**config.mk**
```make
export PLATFORM = sky130hd
export DESIGN_NAME = sort_frame_loader
export DESIGN_NICKNAME = d
export VERILOG_FILES = /design/src/rtl/sort_pkg.sv /design/src/rtl/sort_tag_delay.sv /design/src/rtl/sort_frame_loader.sv
export SDC_FILE = /design/constraint.sdc
export NUM_CORES = 1
export LEC_CHECK = 0
export ABC_CLOCK_PERIOD_IN_PS = 2660
export BUFFER_PORTS_ARGS = -buffer_cell sky130_fd_sc_hd__buf_2
export CAP_MARGIN = 25
export CELL_PAD_IN_SITES_DETAIL_PLACEMENT = 2
export CELL_PAD_IN_SITES_GLOBAL_PLACEMENT = 2
export CORE_MARGIN = 3
export CORE_UTILIZATION = 25
export CTS_CLUSTER_SIZE = 24
export DETAILED_ROUTE_END_ITERATION = 12
export GPL_ROUTABILITY_DRIVEN = 0
export PLACE_DENSITY = 0.52
export SLEW_MARGIN = 10
export SYNTH_ARGS = -nofsm -noshare
export SYNTH_HDL_FRONTEND = slang
export SYNTH_SLANG_ARGS = --single-unit
```
**constraint.sdc**
```tcl
create_clock -name clk -period 2.66 [get_ports clk]
set_input_delay 0.133 -clock clk [delete_from_list [all_inputs] [get_ports clk]]
set_output_delay 0.133 -clock clk [all_outputs]
set_load 0.01 [all_outputs]
```
**src/rtl/sort_pkg.sv**
```systemverilog
// Shared definitions for the bitonic sort front end: element/frame geometry,
// loader FSM states and the default sorter latency.
package sort_pkg;

  localparam int unsigned ELEM_W           = 3;
  localparam int unsigned N_ELEM           = 8;
  localparam int unsigned FRAME_W          = ELEM_W * N_ELEM;
  localparam int unsigned CNT_W            = 4;
  localparam int unsigned SORT_LATENCY_DEF = 7;

  typedef logic [ELEM_W-1:0]  elem_t;
  typedef logic [FRAME_W-1:0] frame_t;

  typedef enum logic [0:0] {
    FILL,
    HOLD
  } state_t;

  // Overwrite every slot above last_idx with the pad value.
  function automatic frame_t pad_frame(input frame_t frame, input logic [2:0] last_idx,
                                       input elem_t pad);
    frame_t f;
    f = frame;
    for (int k = 0; k < N_ELEM; k++) begin
      if (k > int'(last_idx)) begin
        f[k*ELEM_W +: ELEM_W] = pad;
      end
    end
    return f;
  endfunction

endpackage

```
**src/rtl/sort_tag_delay.sv**
```systemverilog
// Fixed-length shift register that walks a per-frame tag alongside the sorter
// pipeline, so the tag reaches the output on the same cycle as the sorted frame.
module sort_tag_delay #(
  parameter int unsigned LATENCY = 7,
  parameter int unsigned TAG_W   = 5
) (
  input  logic             clk,
  input  logic             reset,
  input  logic [TAG_W-1:0] tag_in,
  output logic [TAG_W-1:0] tag_out
);

  logic [TAG_W-1:0] stage_q [LATENCY];
  logic [TAG_W-1:0] stage_d [LATENCY];

  // Each stage takes the previous stage's value; stage 0 takes the new tag.
  always_comb begin
    stage_d[0] = tag_in;
    for (int i = 1; i < LATENCY; i++) begin
      stage_d[i] = stage_q[i-1];
    end
  end

  // Stage registers; reset drops every tag in flight.
  always_ff @(posedge clk or posedge reset) begin
    if (reset) begin
      for (int i = 0; i < LATENCY; i++) begin
        stage_q[i] <= '0;
      end
    end else begin
      for (int i = 0; i < LATENCY; i++) begin
        stage_q[i] <= stage_d[i];
      end
    end
  end

  assign tag_out = stage_q[LATENCY-1];

endmodule

```
**src/rtl/sort_frame_loader.sv**
```systemverilog
// Serial-to-frame loader for the 8x3-bit bitonic sorter. Collects elements over
// a valid/ready handshake, launches whole frames onto nums under credit control
// and flags when the matching sorted frame appears on the sorter output.
// Build option: define SORT_LOADER_PAD_EN to let s_last close a short frame,
// with the unused slots filled by PAD_VALUE.
module sort_frame_loader
  import sort_pkg::*;
#(
  parameter int unsigned       SORT_LATENCY = SORT_LATENCY_DEF,
  parameter int unsigned       CREDITS      = 2,
  parameter logic [ELEM_W-1:0] PAD_VALUE    = 3'b111
) (
  input  logic               clk,
  input  logic               reset,
  input  logic               s_valid,
  output logic               s_ready,
  input  logic [ELEM_W-1:0]  s_data,
  input  logic               s_last,
  output logic [FRAME_W-1:0] nums,
  output logic               launch,
  output logic               sout_valid,
  output logic [CNT_W-1:0]   sout_count,
  input  logic               frame_taken,
  output logic [2:0]         credit
);

  localparam logic [2:0]  CREDIT_MAX = 3'(CREDITS);
  localparam int unsigned TAG_W      = 1 + CNT_W;

  state_t             state_q, state_d;
  logic   [2:0]       idx_q, idx_d;
  frame_t             frame_q, frame_d;
  logic   [CNT_W-1:0] frame_cnt_q, frame_cnt_d;
  frame_t             nums_q, nums_d;
  logic   [CNT_W-1:0] nums_cnt_q, nums_cnt_d;
  logic               launch_q, launch_d;
  logic   [2:0]       credit_q, credit_d;

  logic               accept;
  logic               last_in;
  logic               complete;
  frame_t             cur_frame;
  frame_t             done_frame;
  logic   [CNT_W-1:0] done_cnt;
  logic   [TAG_W-1:0] tag_in;
  logic   [TAG_W-1:0] tag_out;

  // Ready depends on state only, never on s_valid.
  assign s_ready = (state_q == FILL);
  assign accept  = s_valid && s_ready;

`ifdef SORT_LOADER_PAD_EN
  assign last_in    = s_last;
  assign done_frame = pad_frame(cur_frame, idx_q, PAD_VALUE);
`else
  logic unused_pad;
  assign unused_pad = s_last ^ (^PAD_VALUE);
  assign last_in    = 1'b0;
  assign done_frame = cur_frame;
`endif

  assign complete = accept && ((idx_q == 3'(N_ELEM - 1)) || last_in);
  assign done_cnt = {1'b0, idx_q} + 4'd1;

  // Assembly view including the element being accepted this cycle.
  always_comb begin
    cur_frame = frame_q;
    cur_frame[idx_q*ELEM_W +: ELEM_W] = s_data;
  end

  // Fill/hold sequencing and launch decision.
  always_comb begin
    state_d     = state_q;
    idx_d       = idx_q;
    frame_d     = frame_q;
    frame_cnt_d = frame_cnt_q;
    nums_d      = nums_q;
    nums_cnt_d  = nums_cnt_q;
    launch_d    = 1'b0;

    unique case (state_q)
      FILL: begin
        if (accept) begin
          if (complete) begin
            idx_d = '0;
            if (credit_q != 3'd0) begin
              launch_d   = 1'b1;
              nums_d     = done_frame;
              nums_cnt_d = done_cnt;
            end else begin
              // No room downstream: park the finished frame.
              state_d     = HOLD;
              frame_d     = done_frame;
              frame_cnt_d = done_cnt;
            end
          end else begin
            frame_d = cur_frame;
            idx_d   = idx_q + 3'd1;
          end
        end
      end
      HOLD: begin
        // A credit returned this same cycle is enough to release the frame.
        if ((credit_q != 3'd0) || frame_taken) begin
          launch_d   = 1'b1;
          nums_d     = frame_q;
          nums_cnt_d = frame_cnt_q;
          state_d    = FILL;
          idx_d      = '0;
        end
      end
      default: state_d = FILL;
    endcase
  end

  // Credit accounting: a launch spends one, frame_taken returns one, both cancel.
  always_comb begin
    credit_d = credit_q;
    if (launch_d && !frame_taken) begin
      credit_d = credit_q - 3'd1;
    end else if (!launch_d && frame_taken && (credit_q != CREDIT_MAX)) begin
      credit_d = credit_q + 3'd1;
    end
  end

  // State, assembly and output registers.
  always_ff @(posedge clk or posedge reset) begin
    if (reset) begin
      state_q     <= FILL;
      idx_q       <= '0;
      frame_q     <= '0;
      frame_cnt_q <= '0;
      nums_q      <= '0;
      nums_cnt_q  <= '0;
      launch_q    <= 1'b0;
      credit_q    <= CREDIT_MAX;
    end else begin
      state_q     <= state_d;
      idx_q       <= idx_d;
      frame_q     <= frame_d;
      frame_cnt_q <= frame_cnt_d;
      nums_q      <= nums_d;
      nums_cnt_q  <= nums_cnt_d;
      launch_q    <= launch_d;
      credit_q    <= credit_d;
    end
  end

  // Tag enters on the launch cycle and exits with the sorted frame.
  assign tag_in = {launch_q, launch_q ? nums_cnt_q : '0};

  sort_tag_delay #(
    .LATENCY (SORT_LATENCY),
    .TAG_W   (TAG_W)
  ) u_tag_delay (
    .clk     (clk),
    .reset   (reset),
    .tag_in  (tag_in),
    .tag_out (tag_out)
  );

  assign nums       = nums_q;
  assign launch     = launch_q;
  assign credit     = credit_q;
  assign sout_valid = tag_out[TAG_W-1];
  assign sout_count = tag_out[TAG_W-1] ? tag_out[CNT_W-1:0] : '0;

endmodule
```
==> summary.md, run 1 <==
| Metric | Value |
|---|---|
| Finished layout cell area | 4960 um^2 |
| Worst hold path class | input port to register |
| Number of violations reported at the end of detailed-routing iteration 0 | 83 |
| Slowest Stage Delay on Critical Path | 0.45 ns |
| Cell with the largest stage delay on the worst path | sky130_fd_sc_hd__fa_1 |
| Part of the Yosys area used for sequential elements | 0.600 |
| Comb pwr share | 0.328 |
| Max Clk Rate | 0.408 GHz |
| Cell area after placement | 4660 um^2 |
| WL/cell | 15.5 um |
| Outcome | completed |
| Remaining DRCs | 0 |
| Overall routed net length | 9.38 mm |
| Final-report max-slew violation count | 0 |
| Required arrival time at the worst endpoint | 2.96 ns |
| List of most frequent post-synthesis cells | sky130_fd_sc_hd__dfrtp_1 (98), sky130_fd_sc_hd__nand2_1 (31), sky130_fd_sc_hd__mux2_2 (30) |
| Final antenna-violating net count | 0 |
| End-of-flow core utilization | 0.309 |
| Yosys reg bits | 99 |
| Worst Setup Start Kind | register |
| Setup total negative slack | 0 ns |
| Dominant cell type by area after synthesis | sky130_fd_sc_hd__dfrtp_1 |
| Clock root cell | sky130_fd_sc_hd__clkbuf_16 |
| Width of the die | 135 um |
| Share of Yosys cell area claimed by the top area cell type | 0.593 |
| Pre-CTS setup slack | 0.224 ns |
| Final setup viols | 0 |
| Warning count from the yosys run | 0 |
| Net Sw Frac | 0.345 |
| Largest net degree at the start of global routing | 49 |
| Max_cap viols | 0 |
| Floorplan Core Area | 16100 um^2 |
| Total design power | 5.07 mW |
| Syn_nets | 346 |
| Detailed-router iteration count before antenna repair | 4 |
| Effective utilization at floorplan | 0.257 |
| Vias in the first global route | 3048 |
| Later-pin clock latency in the skew report | 0.35 ns |
| Number of sinks on the clock net | 99 |
| Setup CP Type | register to register |
| Summed instance area of the synthesized netlist | 4130 um^2 |
| Part of the power in registers | 0.419 |
| Clock tree from TritonCTS | yes |
| Worst relative slew slack | 0.671 |
| Netlist cell types | 43 |
| GRT Util Overall | 0.114 |
| Number of antenna violations at the first check in global routing | 0 |
| Diode insertion count for antenna repair | 0 |
| Worst IR Drop VDD | 317 uV |
| Final net count | 397 |
| Number of vias per cell after detailed routing | 4.42 |
| Number of hold violations in the final report | 0 |
| Ratio of cells with drive above 1 in the final layout | 0.289 |
| Total global routing overflow | 0 |
| Leak pwr | 2.38 nW |
| Endpoint class of the critical path | register |
| Most used standard cell by instance count after synthesis | sky130_fd_sc_hd__dfrtp_1 |
| Min setup slack post-route | 0.207 ns |
| Final Skew | 0.00857 ns |
| Hpwl dp | 6.57 mm |
| RSZ-0062 raised after global routing | no |
| Final hold slack | 0.141 ns |
| Die outline area | 18100 um^2 |
| Cell Chain, Critical Path | ha_1, ha_1, a21oi_2, nor2_1, nand2_1, fa_1, mux2_2, a222oi_1, o21a_1 |
| Final Cycle Share | 0.922 |
| Top FF cell, synth | sky130_fd_sc_hd__dfrtp_1 |
| Average footprint of a synthesized cell | 12.4 um^2 |
| Synth area leaders | sky130_fd_sc_hd__dfrtp_1 (59%), sky130_fd_sc_hd__mux2_2 (8.2%), sky130_fd_sc_hd__mux2i_1 (6.8%) |
| Signal arrival time at the worst endpoint | 2.75 ns |
| CTS H-Tree Depth | 3 |
| Gate count of the mapped netlist | 332 |
| Net Sw Power | 1.75 mW |
| Layout overhead on the synthesized area | 20.0% |
| First-pass GRT wire length | 15.9 mm |
| Internal cell power | 3.32 mW |
| CP most frequent cell | sky130_fd_sc_hd__ha_1 |
| CTS clock-pin slew for the worst setup and hold paths | 0.07 ns |
| Number of rows created at floorplan | 46 |
| Ys async rst share | 1.00 |
| Num CTS Buffers | 9 |
| Port-buffer cells | 40 |
| Clock share of power | 0.254 |
| EDFF count, synth | 0 |
| Cell Pwr Density | 1020 nW/um^2 |
| Critical-path maximum fanout | 3 |
| Number of placed instances with taps included | 587 |
| Vias after detailed routing | 2672 |
| Worst-margin pin slew | 0.491 ns |
| I/O Pins | 42 |
| Time the final worst path needs with I/O delays and setup | 2.45 ns |
| Largest buffer count on any clock path | 2 |
| Overall die height | 135 um |
| Number of standard cells in the final layout excluding fillers | 604 |
-- kinds of logic (layout without fill, tap and decap cells) --
family,Yosys count,count (layout),share of synthesized area
AO/OA/AOI/OAI,51,51,0.0757
XOR/XNOR,4,4,0.00848
adder cells (fa/ha/maj),6,6,0.0200
buffers and inverters,24,80,0.0297
flip-flops,99,99,0.600
multiplexers,58,58,0.150
AND/OR/NAND/NOR,90,90,0.117
-- area by class of cell --
| class | count | area [um^2] |
|---|---|---|
| Clock inverter | 5 | 43.8 |
| Multi-Input combinational cell | 209 | 1540 |
| Inverter | 8 | 33.8 |
| Tap cell | 216 | 270 |
| Timing Repair Buffer | 56 | 348 |
| Fill cell | 1727 | 11100 |
| Clock buffer | 11 | 243 |
| Sequential cell | 99 | 2480 |
-- metal layers --
metal  vias to the layer above  track usage  share of wire
met4                         0       0.0407          0.016
met1                      1384        0.142           0.45
li1                       1248            -              -
met2                        29        0.189           0.50
met3                        11       0.0328          0.026
met5                         -            0              0
-- timing repair --
item,4_1_cts,5_1_grt
endpoints found under the hold margin,19,0
hold buffers,1,0
setup buffers,0,0
resized for setup,0,0
-- cell usage in the layout (no fill, tap or decap), types with 3 or more instances in the layout --
cell type,instances
sky130_fd_sc_hd__and2_1,12
sky130_fd_sc_hd__buf_4,13
sky130_fd_sc_hd__o21ai_1,5
sky130_fd_sc_hd__mux2i_1,28
sky130_fd_sc_hd__clkbuf_16,9
sky130_fd_sc_hd__o21ai_0,28
sky130_fd_sc_hd__mux2_2,30
sky130_fd_sc_hd__o21a_1,3
sky130_fd_sc_hd__nand2_1,31
sky130_fd_sc_hd__and3_2,4
sky130_fd_sc_hd__nor4bb_1,3
sky130_fd_sc_hd__a21oi_1,3
sky130_fd_sc_hd__inv_1,7
sky130_fd_sc_hd__inv_6,4
sky130_fd_sc_hd__buf_2,40
sky130_fd_sc_hd__dfrtp_1,98
sky130_fd_sc_hd__ha_1,5
sky130_fd_sc_hd__and3_1,4
sky130_fd_sc_hd__nand2b_1,5
sky130_fd_sc_hd__nor2_1,16
sky130_fd_sc_hd__nand3_1,6
-- worst paths after layout --
check                                                 startpoint                                to  slack, ns  depth (start not counted)
worst max-delay path                        idx_q[0]$_DFFE_PP0P_             credit[1]$_DFFE_PP1P_       0.21                          9
worst min-delay path                                   s_data[0]           frame_q[12]$_DFFE_PP0P_       0.14                          2
worst max register to register              idx_q[0]$_DFFE_PP0P_             credit[1]$_DFFE_PP1P_       0.21                          9
worst min register to register  u_tag_delay.stage_d[1]$_DFF_PP0_  u_tag_delay.tag_out[1]$_DFF_PP0_       0.35                          0
max in group asynchronous                                  reset              nums[15]$_DFFE_PP0P_       1.54                          4
min in group asynchronous                                  reset  u_tag_delay.tag_out[2]$_DFF_PP0_       0.35                          3
-- worst max-delay path, delay by kind of cell (launching register included) --
family / cells / cell delay [ns]
AND/OR/NAND/NOR: 2 / 0.19
flip-flops: 1 / 0.38
AO/OA/AOI/OAI: 3 / 0.63
adder cells (fa/ha/maj): 3 / 0.90
multiplexers: 1 / 0.29
-- power groups by stage --
stage	registers (mW)	logic, mW	clock network [mW]
after floorplan	2.18	1.09	0
after global placement	2.14	1.65	0
after global routing	2.19	1.88	1.43
after CTS	2.14	1.71	1.36
after detailed placement	2.17	1.70	0
final	2.12	1.66	1.29
-- state kept, by name, summed over array words and instances (netlist names) --
| signal | flops |
|---|---|
| launch | 1 |
| credit | 3 |
| u_tag_delay.stage_d | 30 |
| nums_cnt_q | 4 |
| state_q | 1 |
| frame_q | 24 |
| u_tag_delay.tag_out | 5 |
| frame_cnt_q | 4 |
| idx_q | 3 |
| nums | 24 |
(Power assumes the default switching activity.)
==> inputs of run 2 (changes only) <==
--- a/config.mk
+++ b/config.mk
@@ -12,6 +12,7 @@
 export CELL_PAD_IN_SITES_GLOBAL_PLACEMENT = 2
 export CORE_MARGIN = 3
 export CORE_UTILIZATION = 25
+export CTS_BUF_LIST = sky130_fd_sc_hd__clkbuf_4 sky130_fd_sc_hd__clkbuf_8
 export CTS_CLUSTER_SIZE = 24
 export DETAILED_ROUTE_END_ITERATION = 12
 export GPL_ROUTABILITY_DRIVEN = 0
==> summary.md, run 2 (same netlist as run 1, synthesis figures left out) <==
| Metric | Value |
|---|---|
| Outcome | completed |
| Overall die height | 135 um (unchanged) |
| Commonest cells after routing, fill and taps aside | sky130_fd_sc_hd__dfrtp_1 (98), sky130_fd_sc_hd__buf_2 (40), sky130_fd_sc_hd__nand2_1 (31), sky130_fd_sc_hd__mux2_2 (30) |
| Floorplan Core Area | 16100 um^2 (unchanged) |
| Signal arrival time at the worst endpoint | 2.79 ns (+0.04 ns) |
| Port-buffer cells | 40 (unchanged) |
| Flip-flop count of the largest register, all copies and words added | 30 (unchanged) |
| Number of antenna violations at the first check in global routing | 0 (unchanged) |
| Pre-CTS setup slack | 0.224 ns (unchanged) |
| Overall routed net length | 9.46 mm (+0.81%) |
| Part of the power in registers | 0.446 (+0.027) |
| Net Sw Frac | 0.362 (+0.0167) |
| Final Skew | 0.0195 ns (+0.0109 ns) |
| Final hold slack | 0.108 ns (-0.0339 ns) |
| Reg-to-reg critical path endpoint | credit[1]$_DFFE_PP1P_ |
| CTS H-Tree Depth | 3 (unchanged) |
| Largest buffer count on any clock path | 2 (unchanged) |
| Internal cell power | 3.03 mW (-8.6%) |
| First-pass GRT wire length | 15.9 mm (-0.22%) |
| Worst path depth | 9 (unchanged) |
| Max Clk Rate | 0.408 GHz (about the same) |
| Later-pin clock latency in the skew report | 0.39 ns (+0.04 ns) |
| Worst IR Drop VDD | 284 uV (-10%) |
| Total area of sequential cells | 2480 um^2 (unchanged) |
| Origin of the worst setup path | idx_q[0]$_DFFE_PP0P_ |
| Worst-margin pin slew | 0.489 ns (-0.00225 ns) |
| Remaining DRCs | 0 (unchanged) |
| Ratio of cells with drive above 1 in the final layout | 0.291 (+0.00258) |
| Final net count | 397 (unchanged) |
| End point of the critical path | credit[1]$_DFFE_PP1P_ |
| Worst r2r src | idx_q[0]$_DFFE_PP0P_ |
| Width of the die | 135 um (unchanged) |
| Die outline area | 18100 um^2 (unchanged) |
| Worst hold path class | input port to register |
| Number of rows created at floorplan | 46 (unchanged) |
| Required arrival time at the worst endpoint | 3.00 ns (+0.04 ns) |
| Met1 layer wirelength in the final routing | 4.31 mm (+1.3%) |
| RSZ-0062 raised after global routing | no |
| Most common cell after layout, fill and taps aside | sky130_fd_sc_hd__dfrtp_1 |
| Number of sinks on the clock net | 99 (unchanged) |
| Cell Chain, Critical Path | ha_1, ha_1, a21oi_2, nor2_1, nand2_1, fa_1, mux2_2, a222oi_1, o21a_1 |
| Largest net degree at the start of global routing | 49 (unchanged) |
| CTS clock-pin slew for the worst setup and hold paths | 0.11 ns (+0.04 ns) |
| Detailed-router iteration count before antenna repair | 4 (unchanged) |
| Net Sw Power | 1.72 mW (-1.7%) |
| Cell with the largest stage delay on the worst path | sky130_fd_sc_hd__fa_1 |
| Clock tree from TritonCTS | yes |
| Clock root cell | sky130_fd_sc_hd__clkbuf_8 |
| WL/cell | 15.7 um (+0.81%) |
| Cell Pwr Density | 978 nW/um^2 (-4.4%) |
| R2R setup slack | 0.21 ns (about the same) |
| Max_cap viols | 0 (unchanged) |
| Met3 layer wire length in the routed design | 192 um (-23%) |
| Layout overhead on the synthesized area | 17.7% |
| Final-report max-slew violation count | 0 (unchanged) |
| Time the final worst path needs with I/O delays and setup | 2.45 ns (+0.000329 ns) |
| Number of vias per cell after detailed routing | 4.39 (-0.82%) |
| Setup total negative slack | 0 ns (unchanged) |
| Vias in the first global route | 3012 (-1.2%) |
| Final setup viols | 0 (unchanged) |
| Critical-path maximum fanout | 3 (unchanged) |
| Num CTS Buffers | 9 (unchanged) |
| Area of the multi-input gates | 1540 um^2 (unchanged) |
| GRT Util Overall | 0.114 (+0.000220) |
| Combined buffer and inverter count along the critical path | 0 (unchanged) |
| Number of violations reported at the end of detailed-routing iteration 0 | 87 (+4.8%) |
| Vias after detailed routing | 2650 (-0.82%) |
| Comb pwr share | 0.349 (+0.021) |
| Topmost layer with routed signal wires | met4 |
| Leak pwr | 2.34 nW (-1.8%) |
| Number of standard cells in the final layout excluding fillers | 604 (unchanged) |
| Setup CP Type | register to register |
| Worst Setup Start Kind | register |
| I/O Pins | 42 (unchanged) |
| Endpoint class of the critical path | register |
| Number of hold violations in the final report | 0 (unchanged) |
| Final Cycle Share | 0.922 (about the same) |
| Total global routing overflow | 0 (unchanged) |
| Effective utilization at floorplan | 0.257 (unchanged) |
| Quantity of gates resized following cts | 0 (unchanged) |
| Slowest Stage Delay on Critical Path | 0.45 ns (about the same) |
| Finished layout cell area | 4860 um^2 (-2.0%) |
| Hpwl dp | 6.57 mm (unchanged) |
| Diode insertion count for antenna repair | 0 (unchanged) |
| Family with the most delay on the worst path | adder cells |
| Met2 routed WL | 4.75 mm (+0.59%) |
| Cell area after placement | 4660 um^2 (unchanged) |
| Min setup slack post-route | 0.207 ns (-0.000329 ns) |
| Number of placed instances with taps included | 587 (unchanged) |
| Clock share of power | 0.205 (-0.049) |
| Worst-case reg-to-reg path depth | 9 (unchanged) |
| Worst relative slew slack | 0.673 (+0.00150) |
| Final antenna-violating net count | 0 (unchanged) |
| CP most frequent cell | sky130_fd_sc_hd__ha_1 |
| Number of filler cells placed in the layout | 1739 (+0.69%) |
==> run 2: cell counts in the layout (fill, tap and decap cells not counted) <==
No cell type changed its count.
==> run 2: through the flow <==
step           utilization  power, mW
3_5_place_dp         0.290       3.87
2_1_floorplan            -       3.27
3_3_place_gp         0.290       3.80
5_1_grt              0.303       5.17
4_1_cts              0.303       4.88
6_report             0.303       4.76
==> run 2: what timing repair did <==
item                      4_1_cts  5_1_grt
setup buffers                   0        0
hold endpoints to repair       19        0
hold buffers                    1        0
==> run 2: worst register-to-register path, cell delays in order, from the launching register on <==
cell	delay (ns)
sky130_fd_sc_hd__dfrtp_1	0.40
sky130_fd_sc_hd__ha_1	0.22
sky130_fd_sc_hd__ha_1	0.23
sky130_fd_sc_hd__a21oi_2	0.17
sky130_fd_sc_hd__nor2_1	0.09
sky130_fd_sc_hd__nand2_1	0.10
sky130_fd_sc_hd__fa_1	0.45
sky130_fd_sc_hd__mux2_2	0.29
sky130_fd_sc_hd__a222oi_1	0.29
sky130_fd_sc_hd__o21a_1	0.17
==> run 2: metal layers <==
metal | GRT usage | vias to the layer above
met4 | 0.0526 | 0
met3 | 0.0250 | 14
met2 | 0.189 | 29
met1 | 0.144 | 1363
met5 | 0 | -
li1 | - | 1244
==> run 2: worst min-delay path by stage <==
| stage | from | endpoint | slack, ns | cells after the start |
|---|---|---|---|---|
| floorplan | s_data[0] | frame_q[0]$_DFFE_PP0P_ | 0.28 | 1 |
| global route | s_data[0] | frame_q[0]$_DFFE_PP0P_ | 0.10 | 2 |
| global placement | reset | u_tag_delay.stage_d[3]$_DFF_PP0_ | 0.18 | 2 |
| detailed placement | reset | u_tag_delay.stage_d[10]$_DFF_PP0_ | 0.19 | 2 |
| finish | s_data[0] | frame_q[12]$_DFFE_PP0P_ | 0.11 | 2 |
| CTS | s_data[0] | frame_q[12]$_DFFE_PP0P_ | 0.09 | 2 |
==> run 2: layout make-up <==
cell class              count  share of cell area
repair buffers             56              0.0715
well taps                 216              0.0556
flip-flops and latches     99               0.510
clock buffers              11              0.0299
multi-input cells         209               0.317
inverters                   8             0.00695
clock inverters             5             0.00901
==> run 2: power groups by stage <==
stage	clock network, mW	logic (mW)	registers, mW
floorplan	0	1.09	2.18
finish	0.973	1.66	2.12
detailed placement	0	1.70	2.17
CTS	1.03	1.72	2.13
global route	1.10	1.88	2.19
global placement	0	1.65	2.14
